[config.mk]
export PLATFORM = sky130hd
export DESIGN_NAME = bcd_event_counter_disp
export DESIGN_NICKNAME = d
export VERILOG_FILES = /design/src/rtl/bcd_event_counter_disp.sv
export SDC_FILE = /design/constraint.sdc
export NUM_CORES = 1
export LEC_CHECK = 0
export BUFFER_PORTS_ARGS = -buffer_cell sky130_fd_sc_hd__buf_2
export CORE_MARGIN = 4
export CORE_UTILIZATION = 45
export DETAILED_ROUTE_END_ITERATION = 8
export PLACE_DENSITY = 0.67
export SYNTH_ARGS = -nofsm -noshare
export SYNTH_HDL_FRONTEND = slang
export SYNTH_SLANG_ARGS = --single-unit
[constraint.sdc]
create_clock -name CLOCK_50 -period 2.7 [get_ports CLOCK_50]
set_input_delay 0.405 -clock CLOCK_50 [delete_from_list [all_inputs] [get_ports CLOCK_50]]
set_output_delay 0.405 -clock CLOCK_50 [all_outputs]
set_load 0.01 [all_outputs]
[src/rtl/bcd_event_counter_disp.sv]
// Prescaled BCD event counter with seven-segment display and status LEDs.
// A prescaler divides CLOCK_50 into count ticks. Each tick moves a DIGITS-wide
// BCD counter up or down. The counter supports clear, parallel load and a
// display freeze, and its value drives active-low seven-segment displays
// through a display register.
module bcd_event_counter_disp #(
    parameter int DIGITS  = 4,
    parameter int CLK_DIV = 50000000,
    parameter int DIV_W   = 26
) (
    input  logic                  CLOCK_50,
    input  logic                  reset,
    input  logic                  en,
    input  logic                  dir,
    input  logic                  clear,
    input  logic                  load,
    input  logic [4*DIGITS-1:0]   load_val,
    input  logic                  freeze,
    output logic [4*DIGITS-1:0]   count_bcd,
    output logic [7*DIGITS-1:0]   HEX,
    output logic [3:0]            LEDR
);

    localparam logic [DIV_W-1:0] DIV_LAST = DIV_W'(CLK_DIV - 1);

    // Active-low segment pattern {g,f,e,d,c,b,a}. Codes above 9 cannot
    // occur, so they simply blank the digit.
    function automatic logic [6:0] seg7(input logic [3:0] d);
        logic [6:0] s;
        case (d)
            4'd0:    s = 7'b1000000;
            4'd1:    s = 7'b1111001;
            4'd2:    s = 7'b0100100;
            4'd3:    s = 7'b0110000;
            4'd4:    s = 7'b0011001;
            4'd5:    s = 7'b0010010;
            4'd6:    s = 7'b0000010;
            4'd7:    s = 7'b1111000;
            4'd8:    s = 7'b0000000;
            4'd9:    s = 7'b0010000;
            default: s = 7'b1111111;
        endcase
        return s;
    endfunction

    logic [DIV_W-1:0]    presc_q, presc_d;
    logic [4*DIGITS-1:0] count_q, count_d;
    logic [7*DIGITS-1:0] hex_q, hex_d;
    logic                tick_pulse_q, tick_pulse_d;
    logic                wrap_pulse_q, wrap_pulse_d;
    logic                ovf_q, ovf_d;
    logic                unf_q, unf_d;

    logic                tick;
    logic [4*DIGITS-1:0] inc_bcd;
    logic [4*DIGITS-1:0] dec_bcd;
    logic [4*DIGITS-1:0] load_sat;
    logic [7*DIGITS-1:0] hex_dec;
    logic                all_nine;
    logic                all_zero;

    // The tick fires on the last prescaler state, and only while enabled.
    assign tick = en && (presc_q == DIV_LAST);

    // Per-digit BCD increment and decrement, load saturation and segment decode.
    always_comb begin
        logic       carry;
        logic       borrow;
        logic [3:0] dig;
        logic [3:0] ld;
        carry    = 1'b1;
        borrow   = 1'b1;
        inc_bcd  = '0;
        dec_bcd  = '0;
        load_sat = '0;
        hex_dec  = '0;
        all_nine = 1'b1;
        all_zero = 1'b1;
        for (int i = 0; i < DIGITS; i++) begin
            dig = count_q[4*i +: 4];
            ld  = load_val[4*i +: 4];
            if (dig != 4'd9) all_nine = 1'b0;
            if (dig != 4'd0) all_zero = 1'b0;
            // Increment: a 9 rolls to 0 and passes the carry on.
            if (carry) begin
                if (dig == 4'd9) begin
                    inc_bcd[4*i +: 4] = 4'd0;
                end else begin
                    inc_bcd[4*i +: 4] = dig + 4'd1;
                    carry = 1'b0;
                end
            end else begin
                inc_bcd[4*i +: 4] = dig;
            end
            // Decrement: a 0 rolls to 9 and passes the borrow on.
            if (borrow) begin
                if (dig == 4'd0) begin
                    dec_bcd[4*i +: 4] = 4'd9;
                end else begin
                    dec_bcd[4*i +: 4] = dig - 4'd1;
                    borrow = 1'b0;
                end
            end else begin
                dec_bcd[4*i +: 4] = dig;
            end
            load_sat[4*i +: 4] = (ld > 4'd9) ? 4'd9 : ld;
            hex_dec[7*i +: 7]  = seg7(dig);
        end
    end

    // Next-state selection: clear beats load, and load beats a tick.
    always_comb begin
        presc_d      = presc_q;
        count_d      = count_q;
        tick_pulse_d = 1'b0;
        wrap_pulse_d = 1'b0;
        ovf_d        = ovf_q;
        unf_d        = unf_q;
        if (clear) begin
            presc_d = '0;
            count_d = '0;
            ovf_d   = 1'b0;
            unf_d   = 1'b0;
        end else if (load) begin
            presc_d = '0;
            count_d = load_sat;
        end else if (tick) begin
            presc_d      = '0;
            tick_pulse_d = 1'b1;
            if (!dir) begin
                count_d = inc_bcd;
                if (all_nine) begin
                    wrap_pulse_d = 1'b1;
                    ovf_d        = 1'b1;
                end
            end else begin
                count_d = dec_bcd;
                if (all_zero) begin
                    wrap_pulse_d = 1'b1;
                    unf_d        = 1'b1;
                end
            end
        end else if (en) begin
            presc_d = presc_q + DIV_W'(1);
        end
    end

    // The display register follows the live count unless it is frozen.
    always_comb begin
        hex_d = freeze ? hex_q : hex_dec;
    end

    // State registers, with a synchronous reset that overrides everything.
    always_ff @(posedge CLOCK_50) begin
        if (reset) begin
            presc_q      <= '0;
            count_q      <= '0;
            hex_q        <= {DIGITS{7'b1000000}};
            tick_pulse_q <= 1'b0;
            wrap_pulse_q <= 1'b0;
            ovf_q        <= 1'b0;
            unf_q        <= 1'b0;
        end else begin
            presc_q      <= presc_d;
            count_q      <= count_d;
            hex_q        <= hex_d;
            tick_pulse_q <= tick_pulse_d;
            wrap_pulse_q <= wrap_pulse_d;
            ovf_q        <= ovf_d;
            unf_q        <= unf_d;
        end
    end

    assign count_bcd = count_q;
    assign HEX       = hex_q;
    assign LEDR      = {unf_q, ovf_q, wrap_pulse_q, tick_pulse_q};

endmodule

* After elaboration in Yosys (flattened, before gate mapping) *
Memory sizes are Yosys's and may differ from the RTL's. A register that Yosys moved wholly into a read port is not among the register bits.
Index checks and enable logic that the tools add are counted.

storage, ports and cells
  output and inout bits = 48
  logic and storage cells = 110
  bits of input ports = 23
  bits in registers = 46
  memories kept = 4
  memory bits (read-only) = 448

memory list
  name              depth  bits a word  rd ports  clocked after memory_dff  wr ports  line  text
  (name not given)  16     7            1         1                         0         30    case (d)
  (name not given)  16     7            1         1                         0         30
  (name not given)  16     7            1         1                         0         30
  (name not given)  16     7            1         1                         0         30

operators by class
  add/subtract/negate cells = 9
  bitwise logic cells = 3
  reductions and logical operators = 26
  order comparisons = 4
  muxes and demuxes = 43
  eq/ne operators = 12

operators by type and width
  kind                                                                 number
  4-bit 2-to-1 mux                                                     18
  16-bit 2-to-1 mux                                                    3
  26-bit by 1-bit adder with 26-bit output (second input constant)     1
  26-bit == test (second input constant)                               1
  1-bit 2-to-1 mux                                                     22
  4-bit by 1-bit adder with 4-bit output (second input constant)       4
  4-bit == test (second input constant)                                4
  4-bit > comparator (second input constant)                           4
  4-bit zero test                                                      4
  4-bit != test (second input constant)                                4
  4-bit nonzero test                                                   4
  4-bit by 1-bit subtractor with 4-bit output (second input constant)  4
  3-bit by 1-bit != test with 1-bit output (second input constant)     3
  3-bit AND reduction                                                  3
  3-bit nonzero test                                                   3
  4-bit AND reduction                                                  2
  4-bit OR reduction                                                   2
  1-bit zero test                                                      4
  1-bit inverter                                                       3
  3-bit OR reduction                                                   1
  2-bit nonzero test                                                   1
  2-bit OR reduction                                                   1
  1-bit logical AND                                                    1

* Logic depth before layout (Yosys ltp) *
  depth after elaboration = 8
  depth in mapped cells = 8
  depth with buffers taken out = 7

* Least setup slack after synthesis *
No wires, ideal clock.

  path kind = reg-to-reg
  start = reg presc_q[0]
  end = reg count_q[5], in the netlist count_bcd[5]
  setup slack = 0.597 ns
  buffers on the path = 1
  cell stages (with the launch flop) = 8
  library setup time = 0.116 ns
  period minus slack after synthesis = 2.103 ns
  data arrival time = 1.986 ns
  data required time = 2.584 ns
  cell sequence = dfxtp_1 > ha_1 > inv_1 > or3_4 > o31a_2 > buf_6 > or3_1 > o211a_1

between the ends
  cells in the longest elaborated chain, start to end = 4

ends and longest elaborated chain
  what                                  line  text
  from (decl)                           46    logic [DIV_W-1:0] presc_q, presc_d;
  from (signal assigned)                164   presc_q <= presc_d;
  26-bit == test                        63    assign tick = en && (presc_q == DIV_LAST);
  1-bit logical AND                     63
  2-bit nonzero test (no source line)   n/a
  3-bit AND reduction (no source line)  n/a
  to (signal assigned)                  165   count_q <= count_d;
  to (decl)                             47    logic [4*DIGITS-1:0] count_q, count_d;

No other way between the ends.
A chain may end at the register's enable or synchronous reset.

* Worst setup path after layout *
  start = reg count_q[1], in the netlist count_bcd[1]
  end = reg count_q[14], in the netlist count_bcd[14]

between the ends
  cells in the longest elaborated chain, start to end = 6
  elaborated cells on any way between the ends = 11
  those cells by class = eq/ne (2); mux (6); reduce/logical (3)

ends and longest elaborated chain
  what                                                                                             line
  4-bit zero test or 4-bit == test (tied branches)                                                 97, 86
  1-bit 2-to-1 mux (on tied branches)                                                              97, 86
  1-bit 2-to-1 mux (on tied branches) (2 in a row)                                                 96, 85
  3-bit by 1-bit != test with 1-bit output (no source line) or 3-bit nonzero test (tied branches)  n/a
  3-bit AND reduction (no source line) (*)                                                         n/a

Mark *: on every way between the ends. The rest lies on a longest branch, timed or not.

==> flow_summary.ini <==
[critical_path]
cpPeakStageDelay_ns = 0.51
crit_family = simple AND/OR/NAND/NOR gates
startpoint_type = flip-flop
r2r_start = count_bcd[1]
startpoint = count_bcd[1]
r2r_slack_ns = 0.31
crit_type = flip-flop to flip-flop
crit_buf_inv = 1
critical_path_arrival_ns = 2.65
worst_setup_path_end_kind = flip-flop
required_ns = 2.96
cp_slowest_cell = or3b_2
cp_max_fo = 10
reg2reg_depth = 7
worstReg2RegEnd = count_bcd[14]
crit_path_cell_trace = inv_1 > ha_1 > or3b_2 > nor3_1 > nor2_1 > o21a_4 > o31ai_1

[final_layout]
design_area_um2 = 5050
final_util_pct = 51.9
nFillCells = 1003
finalNetCount = 667
syn_to_final_growth_pct = 12.8
drive_gt1_share_pct = 17.7
n_antenna_cell = 0

[clock_tree]
cts.sinks = 74
cts_buffer_depth = 2
cts_tree = done
cts_resized = 0
worstSkewPairLatency_ns = 0.35
cts_setup_buffers = 0
cts_root_buffer = clkbuf_8
numCtsBuffers = 9
path_clk_slew_ns = 0.08
htree_levels = 3
hold_buffers = 0

[sta]
rsz0062_at_grt = no
fin_tns_setup_ns = 0
fin_crit_ns = 2.39
drv_slew = 0
whs_ns = 0.349
skew_ns = 0.00867
clock.fmax_mhz = 419
finalCritPeriodShare_pct = 88.5
hold_viol = 0
worstMarginPinSlew_ns = 0.858
slew_headroom_pct = 42.8
setup_viol = 0

[placed_design]
hpwlAfterDp_um = 8450
place_congestion = 0.843
port-buffer-count = 70
placed_area_um2 = 4860

[global_routing]
grt_max_degree = 49
grt_overflow = 0
grt_pass1_wl_um = 19000
grt_use_total_pct = 20.1
antenna_found_initial = 0
grt_pass1_vias = 3965

[pwr]
powerDensity_nw_per_um2 = 458
p_leak_nw = 1.99
vdd_drop_max_v = 0.000333
p_total_mw = 2.31

[drt]
dr_total_vias = 4232
drt_iter0_markers = 218
viasPerCell = 5.56
drt-total-wl_um = 11400
drt_first_pass_iters = 4
drc_errors = 0
wl_per_cell_um = 15.0
ant_nets = 0

[worst_hold_path]
worstHoldStart = load_val[3]
hold_path_end = count_bcd[3]
holdPathStages = 3
hold_path_class = input pin to flip-flop

[synthesis]
synth_area_per_cell_um2 = 7.80
postSynthCellCount = 574
synth.distinct_cells = 69
ys_seq_area_share_pct = 33.1
synth_area_um2 = 4480
yosysWarnings = 0
async_flop_share_pct = 0
syn_nets = 618
synth_top_flop_cell = dfxtp_1
ys_ff_latch = 74
synth-edff-count = 0

[floorplan]
die_w_um = 108
num_rows = 36
core_area_um2 = 9730
io_pins = 71
initial_core_util_pct = 46.0
fp.dieArea_um2 = 11600
die_y_um = 108

[status]
outcome = complete, no violations

[job]
maxCapViolCount = 0
layout make-up:
class	instances	area [um2]	area share, %
multi-input combinational	436	2720	53.8
clock inverter	7	70.1	1.39
tap	133	166	3.30
sequential	74	1480	29.3
timing repair buffer	75	388	7.68
clock buffer	9	124	2.45
inverter	27	101	2.01
routing by layer:
metal | track usage (%) | up-vias | wire length, um
li1 | - | 2124 | -
met1 | 26.0 | 1976 | 5160
met2 | 33.1 | 114 | 5310
met3 | 4.20 | 18 | 664
met4 | 6.58 | 0 | 252
met5 | 0 | - | 0
cells in the mapped netlist, types with 8 or more instances:
master,n,area (um2)
a21oi_1,43,215
and3_1,8,50.1
clkbuf_1,25,93.8
dfxtp_1,74,1480
ha_1,21,263
inv_1,26,97.6
mux2i_1,11,110
nand2_1,40,150
nand2b_1,15,93.8
nand3_1,14,70.1
nand4_1,8,50.1
nor2_1,90,338
nor3_1,27,135
o21ai_0,18,90.1
o31ai_1,9,67.6
xnor2_1,24,210
how the worst max path moves through the flow:
stage	slack (ns)	to	depth (start not counted)
final	0.31	count_bcd[14]	7
after global placement	0.35	count_bcd[14]	7
after CTS	0.34	count_bcd[14]	7
after global routing	0.19	count_bcd[14]	7
after detailed placement	0.34	count_bcd[14]	7
after floorplan	0.60	count_bcd[5]	7
logic make-up after synthesis:
group | synth area share, %
compound gates | 19.3
flops | 33.1
simple gates | 27.0
mux | 2.71
xor+xnor | 5.87
fa+ha+maj | 5.87
buf+inv | 6.18
stage by stage:
stage          instances  worst slack (ns)
2_1_floorplan        574             0.597
3_3_place_gp         745             0.354
3_5_place_dp         745             0.342
4_1_cts              761             0.337
5_1_grt              761             0.190
6_report             761             0.311
state kept, by name (all words and copies together) (netlist names):
register and count:
ovf_q 1, count_bcd 16, wrap_pulse_q 1, unf_q 1, HEX 28, tick_pulse_q 1
presc_q 26
worst register-to-register path: stages (launching register included):
cell     delay (ns)
dfxtp_1        0.41
inv_1          0.16
ha_1           0.30
or3b_2         0.52
nor3_1         0.35
nor2_1         0.12
o21a_4         0.25
o31ai_1        0.21
cells in the final DEF, fill, tap and decap left out, types with 3 or more instances in the layout:
cell type,instances
or3b_2,3
nand4_1,8
nor4_1,5
xnor2_1,24
a311oi_1,4
inv_1,26
nand3_1,14
mux2i_1,11
o211ai_1,6
clkinv_2,3
a21o_1,3
clkbuf_8,9
nand2_1,40
o31ai_1,9
buf_4,5
xor2_1,6
nand2b_1,15
and3b_1,3
o21ai_0,18
buf_2,70
and3_1,8
dfxtp_1,74
nand3b_1,7
ha_1,21
nor3_1,27
a21oi_1,43
a31oi_1,6
nor2b_1,4
a21boi_0,3
o21a_1,3
or2_2,4
a211oi_1,7
nor2_1,90
report_power, final:
part	leakage, nW	total, mW	switching, mW	internal [mW]
combinational	1.29	0.307	0.185	0.122
clock	0.0990	0.860	0.435	0.425
sequential	0.599	1.14	0.0305	1.11
total	1.99	2.31	0.650	1.66
Power figures use the tool's default switching activity.
